### src/rtl/imem_pkg.sv
// imem_pkg: shared defaults, FSM state type and the parity helper for the
// loadable instruction memory.
package imem_pkg;

  localparam int DEF_IW = 9;
  localparam int DEF_AW = 8;
  localparam logic [8:0] DEF_FILL = 9'b111_111_111;

  typedef enum logic [0:0] {
    LOAD = 1'b0,
    RUN  = 1'b1
  } imem_state_e;

  // Even parity: the returned bit makes the total count of ones even.
  // Narrower words are zero-extended by the caller, which leaves parity unchanged.
  function automatic logic even_parity(input logic [63:0] d);
    return ^d;
  endfunction

endpackage

### src/rtl/imem_loadable_if.sv
// imem_loadable_if: load port and fetch port of the loadable instruction memory.
// master = program loader / fetch stage, slave = the memory.
// Optional macro IMEM_PARITY_EN adds par_flip (load side) and par_err (fetch side).
interface imem_loadable_if
  import imem_pkg::*;
#(
  parameter int IW = DEF_IW,
  parameter int AW = DEF_AW
);

  logic          ld_start;
  logic          ld_valid;
  logic [IW-1:0] ld_data;
  logic          ld_last;
  logic          ld_ready;
  logic          load_done;
  logic [AW:0]   words_loaded;
  logic          fetch_req;
  logic [AW-1:0] PC;
  logic [IW-1:0] inst;
  logic          inst_valid;
  logic          inst_oob;
`ifdef IMEM_PARITY_EN
  logic          par_flip;
  logic          par_err;

  modport master (
    output ld_start, ld_valid, ld_data, ld_last, par_flip, fetch_req, PC,
    input  ld_ready, load_done, words_loaded, inst, inst_valid, inst_oob, par_err
  );

  modport slave (
    input  ld_start, ld_valid, ld_data, ld_last, par_flip, fetch_req, PC,
    output ld_ready, load_done, words_loaded, inst, inst_valid, inst_oob, par_err
  );
`else
  modport master (
    output ld_start, ld_valid, ld_data, ld_last, fetch_req, PC,
    input  ld_ready, load_done, words_loaded, inst, inst_valid, inst_oob
  );

  modport slave (
    input  ld_start, ld_valid, ld_data, ld_last, fetch_req, PC,
    output ld_ready, load_done, words_loaded, inst, inst_valid, inst_oob
  );
`endif

endinterface

### src/rtl/imem_store.sv
// imem_store: instruction array with per-word written bits (and parity bits
// when IMEM_PARITY_EN is defined). One synchronous write port, one synchronous
// read port whose register already carries the FILL substitution.
module imem_store
  import imem_pkg::*;
#(
  parameter int            IW    = DEF_IW,
  parameter int            AW    = DEF_AW,
  parameter int            DEPTH = 256,
  parameter logic [IW-1:0] FILL  = IW'(DEF_FILL)
) (
  input  logic          CLK,
  input  logic          rst_n,
  input  logic          clr_written,
  input  logic          wr_en,
  input  logic [AW-1:0] wr_addr,
  input  logic [IW-1:0] wr_data,
`ifdef IMEM_PARITY_EN
  input  logic          wr_par_flip,
  output logic          rd_perr,
`endif
  input  logic          rd_en,
  input  logic [AW-1:0] rd_addr,
  output logic [IW-1:0] rd_word
);

  localparam int          IXW     = (DEPTH > 1) ? $clog2(DEPTH) : 1;
  localparam logic [AW:0] DEPTH_C = (AW+1)'(DEPTH);

  logic [IW-1:0]    mem_r [DEPTH];
  logic [DEPTH-1:0] written_r;
  logic [IW-1:0]    rd_word_r;

  logic [IXW-1:0]   wr_idx_s;
  logic [IXW-1:0]   rd_idx_s;
  logic             wr_ok_s;
  logic             rd_in_range_s;
  logic             rd_hit_s;
  logic             rd_good_s;
  logic [IW-1:0]    rd_data_s;

`ifdef IMEM_PARITY_EN
  logic             par_r [DEPTH];
  logic             rd_par_bad_s;
  logic             rd_perr_r;
`endif

  // Address decode: in-range checks and array index for both ports.
  always_comb begin
    wr_idx_s      = wr_addr[IXW-1:0];
    rd_idx_s      = rd_addr[IXW-1:0];
    wr_ok_s       = wr_en && ({1'b0, wr_addr} < DEPTH_C);
    rd_in_range_s = ({1'b0, rd_addr} < DEPTH_C);
    rd_data_s     = mem_r[rd_idx_s];
    if (rd_in_range_s) begin
      rd_hit_s = written_r[rd_idx_s];
    end else begin
      rd_hit_s = 1'b0;
    end
`ifdef IMEM_PARITY_EN
    rd_par_bad_s = rd_hit_s && (even_parity(64'(rd_data_s)) != par_r[rd_idx_s]);
    rd_good_s    = rd_hit_s && !rd_par_bad_s;
`else
    rd_good_s    = rd_hit_s;
`endif
  end

  // Array write port: the data array is deliberately not reset.
  always_ff @(posedge CLK) begin
    if (wr_ok_s) begin
      mem_r[wr_idx_s] <= wr_data;
    end
  end

`ifdef IMEM_PARITY_EN
  // Parity write port: even parity of the beat, optionally inverted for fault injection.
  always_ff @(posedge CLK) begin
    if (wr_ok_s) begin
      par_r[wr_idx_s] <= even_parity(64'(wr_data)) ^ wr_par_flip;
    end
  end
`endif

  // Written bits: cleared by reset or on a (re)load start, set by each stored beat.
  always_ff @(posedge CLK or negedge rst_n) begin
    if (!rst_n) begin
      written_r <= {DEPTH{1'b0}};
    end else if (clr_written) begin
      written_r <= {DEPTH{1'b0}};
    end else if (wr_ok_s) begin
      written_r[wr_idx_s] <= 1'b1;
    end
  end

  // Read register: captures the word (or FILL) on a fetch and holds otherwise.
  always_ff @(posedge CLK or negedge rst_n) begin
    if (!rst_n) begin
      rd_word_r <= FILL;
`ifdef IMEM_PARITY_EN
      rd_perr_r <= 1'b0;
`endif
    end else begin
      if (rd_en) begin
        rd_word_r <= rd_good_s ? rd_data_s : FILL;
      end
`ifdef IMEM_PARITY_EN
      rd_perr_r <= rd_en && rd_par_bad_s;
`endif
    end
  end

  assign rd_word = rd_word_r;
`ifdef IMEM_PARITY_EN
  assign rd_perr = rd_perr_r;
`endif

endmodule

### src/rtl/imem_loadable.sv
// imem_loadable: loadable instruction memory for the 9-bit core.
// After reset it streams a program in through the load port (LOAD), then serves
// registered fetches (RUN). Unwritten and out-of-range words read as FILL.
// Optional macro IMEM_PARITY_EN adds per-word parity with par_flip / par_err.
module imem_loadable
  import imem_pkg::*;
#(
  parameter int            IW    = DEF_IW,
  parameter int            AW    = DEF_AW,
  parameter int            DEPTH = 256,
  parameter logic [IW-1:0] FILL  = IW'(DEF_FILL)
) (
  input logic             CLK,
  input logic             rst_n,
  imem_loadable_if.slave  bus
);

  localparam logic [AW:0] DEPTH_C = (AW+1)'(DEPTH);

  imem_state_e state_r;
  logic [AW:0] ptr_r;
  logic        ld_ready_r;
  logic        load_done_r;
  logic        inst_valid_r;
  logic        inst_oob_r;

  logic        accept_s;
  logic        rd_en_s;
  logic        pc_oob_s;
  logic [AW:0] ptr_inc_s;

  // Handshake decode. Writes only happen in LOAD and reads only in RUN, so the
  // two store ports are never active together. ld_start outranks a same-cycle beat.
  always_comb begin
    accept_s  = (state_r == LOAD) && bus.ld_valid && ld_ready_r && !bus.ld_start;
    rd_en_s   = (state_r == RUN) && bus.fetch_req;
    pc_oob_s  = ({1'b0, bus.PC} >= DEPTH_C);
    ptr_inc_s = ptr_r + (AW+1)'(1);
  end

  // Load/run FSM with load pointer and the registered handshake/fetch flags.
  always_ff @(posedge CLK or negedge rst_n) begin
    if (!rst_n) begin
      state_r      <= LOAD;
      ptr_r        <= '0;
      ld_ready_r   <= 1'b0;
      load_done_r  <= 1'b0;
      inst_valid_r <= 1'b0;
      inst_oob_r   <= 1'b0;
    end else begin
      inst_valid_r <= rd_en_s;
      inst_oob_r   <= rd_en_s && pc_oob_s;
      case (state_r)
        LOAD: begin
          load_done_r <= 1'b0;
          if (bus.ld_start) begin
            ptr_r      <= '0;
            ld_ready_r <= 1'b1;
          end else if (accept_s) begin
            ptr_r <= ptr_inc_s;
            if (bus.ld_last || (ptr_inc_s == DEPTH_C)) begin
              state_r     <= RUN;
              ld_ready_r  <= 1'b0;
              load_done_r <= 1'b1;
            end else begin
              ld_ready_r <= 1'b1;
            end
          end else begin
            ld_ready_r <= (ptr_r < DEPTH_C);
          end
        end
        RUN: begin
          if (bus.ld_start) begin
            // A fetch sampled on this edge still reads the old contents.
            state_r     <= LOAD;
            ptr_r       <= '0;
            ld_ready_r  <= 1'b1;
            load_done_r <= 1'b0;
          end else begin
            ld_ready_r  <= 1'b0;
            load_done_r <= 1'b1;
          end
        end
        default: begin
          state_r     <= LOAD;
          ptr_r       <= '0;
          ld_ready_r  <= 1'b0;
          load_done_r <= 1'b0;
        end
      endcase
    end
  end

  imem_store #(
    .IW    (IW),
    .AW    (AW),
    .DEPTH (DEPTH),
    .FILL  (FILL)
  ) u_store (
    .CLK         (CLK),
    .rst_n       (rst_n),
    .clr_written (bus.ld_start),
    .wr_en       (accept_s),
    .wr_addr     (ptr_r[AW-1:0]),
    .wr_data     (bus.ld_data),
`ifdef IMEM_PARITY_EN
    .wr_par_flip (bus.par_flip),
    .rd_perr     (bus.par_err),
`endif
    .rd_en       (rd_en_s),
    .rd_addr     (bus.PC),
    .rd_word     (bus.inst)
  );

  assign bus.ld_ready     = ld_ready_r;
  assign bus.load_done    = load_done_r;
  assign bus.words_loaded = ptr_r;
  assign bus.inst_valid   = inst_valid_r;
  assign bus.inst_oob     = inst_oob_r;

endmodule

### src/flat_wrapper.sv
// flat-port wrapper written by rule: the top's interface ports become plain ports
module imem_loadable_flat import imem_pkg::*;
#(
  parameter int            IW    = DEF_IW,
  parameter int            AW    = DEF_AW,
  parameter int            DEPTH = 256,
  parameter logic [IW-1:0] FILL  = IW'(DEF_FILL)
)
  (CLK, rst_n, bus_ld_start, bus_ld_valid, bus_ld_data, bus_ld_last, bus_fetch_req, bus_PC, bus_ld_ready, bus_load_done, bus_words_loaded, bus_inst, bus_inst_valid, bus_inst_oob);
  imem_loadable_if #(.IW(IW), .AW(AW)) bus_i ();
  input logic CLK;
  input logic rst_n;
  input wire logic [$bits(bus_i.ld_start)-1:0] bus_ld_start;
  input wire logic [$bits(bus_i.ld_valid)-1:0] bus_ld_valid;
  input wire logic [$bits(bus_i.ld_data)-1:0] bus_ld_data;
  input wire logic [$bits(bus_i.ld_last)-1:0] bus_ld_last;
  input wire logic [$bits(bus_i.fetch_req)-1:0] bus_fetch_req;
  input wire logic [$bits(bus_i.PC)-1:0] bus_PC;
  output wire logic [$bits(bus_i.ld_ready)-1:0] bus_ld_ready;
  output wire logic [$bits(bus_i.load_done)-1:0] bus_load_done;
  output wire logic [$bits(bus_i.words_loaded)-1:0] bus_words_loaded;
  output wire logic [$bits(bus_i.inst)-1:0] bus_inst;
  output wire logic [$bits(bus_i.inst_valid)-1:0] bus_inst_valid;
  output wire logic [$bits(bus_i.inst_oob)-1:0] bus_inst_oob;
  assign bus_i.ld_start = bus_ld_start;
  assign bus_i.ld_valid = bus_ld_valid;
  assign bus_i.ld_data = bus_ld_data;
  assign bus_i.ld_last = bus_ld_last;
  assign bus_i.fetch_req = bus_fetch_req;
  assign bus_i.PC = bus_PC;
  assign bus_ld_ready = bus_i.ld_ready;
  assign bus_load_done = bus_i.load_done;
  assign bus_words_loaded = bus_i.words_loaded;
  assign bus_inst = bus_i.inst;
  assign bus_inst_valid = bus_i.inst_valid;
  assign bus_inst_oob = bus_i.inst_oob;
  imem_loadable #(.IW(IW), .AW(AW), .DEPTH(DEPTH), .FILL(FILL)) u_core (.CLK(CLK), .rst_n(rst_n), .bus(bus_i));
endmodule
### config.mk
export PLATFORM = sky130hd
export DESIGN_NAME = imem_loadable_flat
export DESIGN_NICKNAME = d
export VERILOG_FILES = /design/src/rtl/imem_pkg.sv /design/src/rtl/imem_loadable_if.sv /design/src/rtl/imem_store.sv /design/src/rtl/imem_loadable.sv /design/src/flat_wrapper.sv
export SDC_FILE = /design/constraint.sdc
export NUM_CORES = 2
export LEC_CHECK = 0
export BUFFER_PORTS_ARGS = -buffer_cell sky130_fd_sc_hd__buf_2
export CAP_MARGIN = 20
export CORE_AREA = 4 4 545 547
export CTS_CLUSTER_DIAMETER = 30
export DETAILED_ROUTE_END_ITERATION = 10
export DIE_AREA = 0 0 549 551
export GPL_TIMING_DRIVEN = 0
export PLACE_DENSITY_LB_ADDON = 0.2
export SYNTH_ARGS = -nofsm -noshare
export SYNTH_HDL_FRONTEND = slang
export SYNTH_SLANG_ARGS = --single-unit
### constraint.sdc
create_clock -name CLK -period 2.2 [get_ports CLK]
set_input_delay 0.11 -clock CLK [delete_from_list [all_inputs] [get_ports CLK]]
set_output_delay 0.11 -clock CLK [all_outputs]
set_load 0.03 [all_outputs]
* Word level (Yosys, flattened, before mapping) *
Memory sizes are Yosys's and may differ from the RTL's.
Index checks and enable logic that the tools add are counted.

word-level totals
  output and inout bits = 22
  memories kept = 1
  input port bits = 23
  register bits after elaboration = 277
  RAM bits = 2304

memories
  memory                depth  width  rd ports  clocked after memory_dff  write ports  RTL line          text
  u_core.u_store.mem_r  256    9      1         0                         1            imem_store.sv:30  logic [IW-1:0] mem_r [DEPTH];

cells by class
  bitwise logic cells = 2
  reduce and logical (&&, ||, !) cells = 9
  order comparisons = 4
  $add $sub $neg = 1
  muxes and demuxes = 23
  equality and inequality tests = 3

operator list
  cell                 count
  $mux 256             2
  $or 256x256->256     1
  $mux 9               4
  $lt 8x9->1 const B   2
  $pmux 9 s2           1
  $mux 1               12
  $add 9x1->9 const B  1
  $eq 9x9->1 const B   1
  $lt 9x9->1 const B   1
  $bmux 1 s8           1
  $demux 1 s8          1
  $ge 8x1->1 const B   1
  $logic_and 1x1->1    5
  $pmux 1 s2           2
  $ne 3x2->1 const B   1
  $ne 2x2->1 const B   1
  $reduce_and 2->1     1
  $reduce_bool 2->1    1
  $logic_not 1->1      1
  $logic_or 1x1->1     1
  $not 1->1            1

* Longest topological paths before layout *
  word-level depth = 7
  mapped depth = 14
  depth with buffers taken out = 8

* Modules after synthesis *
From an unflattened synthesis, not the netlist that was laid out.

unflattened totals
  cells, all modules = 5229
  area, all modules = 101691.3 um^2

by module, submodules not included
  module         cells each  seq. area each (um^2)  instances  area each (um^2)
  imem_store     5147        75829.0                1          100906.8
  imem_loadable  82          300.3                  1          784.5

* Worst setup path before layout *
OpenSTA, ideal clock, no wires.

  path type = reg-to-reg
  from = reg u_core.state_r
  to = mem u_core.u_store.mem_r[192][0] in the netlist's numbering (enable)
  period minus slack after synthesis = 2.490 ns
  path slack = -0.290 ns
  cell stages (with the launch flop) = 7
  data required time = 1.826 ns
  path buffers = 2
  arrival = 2.116 ns
  path through = dfrtp_1 nand3b_1 clkbuf_1 nor3_1 nand2_1 clkbuf_1 nor2_1

between the ends
  word-level cells in the longest chain between the ends = 6

RTL lines
  what                             RTL line             text
  start: declaration               imem_loadable.sv:20  imem_state_e state_r;
  start signal: assignment         imem_loadable.sv:44  state_r <= LOAD;
  start signal: assignment         imem_loadable.sv:62  state_r <= RUN;
  start signal: assignment         imem_loadable.sv:75  state_r <= LOAD;
  $not 1->1                        --
  $logic_and 1x1->1 (3 in series)  imem_loadable.sv:35  accept_s = (state_r == LOAD) && bus.ld_valid && ld_ready_r && !bus.ld_start;
  $mux 1                           imem_store.sv:70     if (wr_ok_s) begin
  $mux 1 (implied by the code)     imem_store.sv:71     mem_r[wr_idx_s] <= wr_data;
  end: declaration                 imem_store.sv:30

Every way passes these cells.

* Worst setup path in the final report *
  from = in bus_PC[2]
  to = reg u_core.u_store.rd_word_r[6], in the netlist u_core.u_store.rd_word[6]

between the ends
  word-level cells in the longest chain between the ends = 3
  elaborated cells between the ends (all ways) = 4

RTL lines
  what                          RTL line            text
  start: declaration            flat_wrapper.sv:18  input wire logic [$bits(bus_i.PC)-1:0] bus_PC;
  $bmux 1 s8                    imem_store.sv:56    rd_hit_s = written_r[rd_idx_s];
  $mux 1 (implied by the code)  imem_store.sv:56
  $mux 9 (*)                    imem_store.sv:104   rd_word_r <= rd_good_s ? rd_data_s : FILL;
  end signal: assignment        imem_store.sv:104
  end: declaration              imem_store.sv:32    logic [IW-1:0] rd_word_r;

Every way passes the cells marked *; elsewhere a longest branch is shown, timed or not. The select of a mux whose other input is x is not followed.
A chain may end at the register's enable or synchronous reset.

==> impl_metrics.toml <==
[outcome]
outcome = "complete, but fails checks"
violations = "setup timing"

[placement]
hpwl_mm = 285
port_buffers = 38
place_inst = 9251
post_dp_cell_area_um2 = 110000
gp_congestion = 0.948

[floorplan]
die-width_um = 549
die_h_um = 551
pin_count = 45
die-area_um2 = 302000
rows = 199
core_um2 = 293000
initial_core_util_pct = 34.8

[final_layout]
syn_to_final_growth_pct = 36.9
layout_commonest_cell = "edfxtp_1"
fillCellCount = 24020
final_cell_mix = "edfxtp_1 (2304), mux4_2 (611), clkbuf_16 (587), buf_12 (307), o22ai_1 (264)"
utilization_pct = 47.7
final_layout_size_suffix_gt1_share_pct = 40.8
nNetsFinal = 6355
multi_input_area_um2 = 26100
finalInstanceArea_um2 = 140000
seqCellArea_um2 = 76100
final_cells = 10718

[power_and_ir_drop]
total_power_mw = 146
leakage_nw = 46.8
ir_drop_uv = 878
power_density_nw_per_um2 = 1050

[global_routing]
antenna_found_initial = 34
grt_overflow = 0
grt_max_degree = 151
grt.total_usage_pct = 28.9
grt_pass1_vias = 61664
grt_pass1_wl_mm = 579

[critical_path]
cp.depth = 12
worstSetupEndpointType = "flop"
worst-path-buf-inv = 4
r2r_start = "u_core.u_store.mem_r[218][6]"
critPathMaxFanout = 10
reg2reg_depth = 8
cp.required_ps = 3120
critPathLaunchType = "input pin"
path_delay_family = "buffers and inverters"
worstSetupStartpoint = "bus_PC[2]"
arrival_ps = 3830
crit_type = "in2reg"
crit_chain = "buf_2 > buf_8 > buf_4 > buf_4 > mux4_2 > mux2i_1 > o22ai_1 > a311oi_2 > nand4_1 > o41ai_4 > nor3_4 > o22a_1"
slowest_delay_ps = 490
ff2ff_setup_slack_ps = -630
critPathMostFrequentCell = "buf_4"
crit_path_top_delay_cell = "nand4_1"

[worst_hold_path]
hold_path.class = "in2reg"
whs_path_depth = 5
hp-start = "bus_ld_last"

[clock_network]
h-tree-depth = 6
clock_sinks = 2581
clockBufferDepth = 4
tritoncts = "built"
numCtsBuffers = 551
clk_pin_slew_ps = 50
clk_latency_ps = 1020
clock-root-buffer = "clkbuf_16"

[synth]
synth_edf_count = 2304
netlist_area_um2 = 102000
syn_inst = 5233
ys_ff_latch = 2581
postSynthAreaPerCell_um2 = 19.5
ys_seq_area_share_pct = 74.7
ys_async_sr_fraction_pct = 10.7
synth_nets = 5261
ys.flop_type = "edfxtp_1"
yosysWarnings = 0
yosys.cell_types.count = 71

[detailed_routing]
wire_per_inst_um = 41.5
drtIter0Drc = 10924
ant_nets = 0
routed_wl_mm = 445
viasPerCell = 5.97
drcViolationCount = 0
vias = 63996
dr.pass1.iters = 6

[sta]
tightest_slew_ps = 1180
worst_slack_ps = -710
rsz0062_at_grt = "true"
finalMaxSlewViolations = 0
skew_ps = 43.1
hold_viol_final = 0
maxSlewHeadroom_pct = 21.2
finalSetupViolations = 1339
period_minus_slack_ps = 2910
max_freq_ghz = 0.344
worst_hold_slack_ps = 49.8
finalCritPeriodShare_pct = 132

[flow_run]
maxCapViolCount = 0
[worst register-to-register path, stage by stage, from the launching register on]
cell      delay (ps)
edfxtp_1         380
mux4_2           490
mux2i_2          230
o22ai_4          140
a311oi_2         390
nand4_1          500
o41ai_4          290
nor3_4           140
o22a_1           190
[power breakdown]
| group | total [mW] | internal [mW] | switching, mW |
|---|---|---|---|
| Combinational | 8.25 | 2.40 | 5.85 |
| Clock | 83.9 | 55.5 | 28.4 |
| Sequential | 53.7 | 53.7 | 0.0710 |
| Total | 146 | 112 | 34.3 |
[worst paths after layout]
path | end
max in group asynchronous | u_core.bus.inst_valid
worst max register to register | u_core.u_store.rd_word[6]
worst max-delay path | u_core.u_store.rd_word[6]
worst min-delay path | u_core.state_r
min in group asynchronous | u_core.u_store.written_r[49]
worst min register to register | u_core.u_store.written_r[7]
[repair_timing]
item / 4_1_cts / 5_1_grt
hold endpoints to repair: 1746 / 0
buffers inserted: 363 / 59
pin swaps: 268 / 85
gates resized for setup: 777 / 178
hold buffers: 16 / 0
cloned: 10 / 5
setup endpoints to repair: 2570 / 2314
[kinds of logic (layout without fill, tap and decap cells)]
family / Yosys count / in the layout / share of synthesized area [%]
other cells: 1 / 21 / 0.00368
simple gates: 600 / 600 / 2.58
fa+ha+maj: 5 / 5 / 0.0614
flops: 2581 / 2581 / 74.7
mux: 823 / 823 / 15.6
buf+inv: 632 / 2178 / 3.09
compound gates: 585 / 585 / 3.93
xor+xnor: 6 / 6 / 0.0516
[sequential cells by signal, indices dropped and copies added, names as in the netlist]
name and flops:
u_core.bus.words_loaded 9, u_core.u_store.written_r 256, u_core.bus.ld_ready 1, u_core.bus.inst_valid 1, u_core.u_store.rd_word 9, u_core.state_r 1
u_core.u_store.mem_r 2304
[cell usage after synthesis (5+ instances only)]
master	n	area share [%]
nor3_1	11	0.054
nand2b_1	8	0.049
mux4_2	611	14
nand4_1	19	0.12
buf_4	34	0.25
nor2_1	297	1.1
and3_1	10	0.061
a21oi_1	54	0.27
buf_8	10	0.15
clkbuf_1	141	0.52
a221oi_1	35	0.30
o211ai_1	8	0.059
o22a_1	16	0.14
nor4_1	11	0.068
ha_1	5	0.061
a311oi_1	7	0.060
o2111ai_1	8	0.069
o22ai_1	268	1.6
mux2_2	9	0.099
a32oi_1	8	0.069
nand2_1	145	0.53
a211oi_1	39	0.29
o221ai_1	5	0.043
edfxtp_1	2304	68
a31oi_1	17	0.10
mux2i_1	203	2.0
inv_1	263	0.97
nand3_1	34	0.17
a22oi_1	57	0.42
buf_1	56	0.21
buf_12	5	0.098
and2_1	13	0.080
a22o_1	9	0.077
buf_6	48	0.53
nor2b_1	27	0.17
dfstp_2	9	0.23
dfrtp_1	268	6.6
buf_2	74	0.36
o21ai_0	25	0.12
a2111oi_0	7	0.060
[metrics by stage]
step	worst slack [ps]	TNS (ps)
3_3_place_gp	-4840	-9186040
3_5_place_dp	-3810	-2616860
4_1_cts	-539	-72460
5_1_grt	-500	-175310
2_1_floorplan	-110	-77500
6_report	-710	-83480
[cell type report]
type	count	share of cell area [%]
Antenna cell	20	0.0359
Buffer	359	3.12
Clock buffer	641	10.2
Clock inverter	364	3.29
Inverter	264	0.714
Multi-Input combinational cell	2020	18.7
Sequential cell	2581	54.6
Tap cell	3919	3.51
Timing Repair Buffer	550	5.86
[metal layers]
metal / global-route usage [%] / part of all wire (%) / wire, um
met5: 0 / 0.0094 / 42
met4: 18.2 / 7.4 / 32900
met3: 8.41 / 12 / 53300
met2: 42.3 / 44 / 195000
met1: 37.8 / 37 / 164000
(Power assumes the default switching activity.)
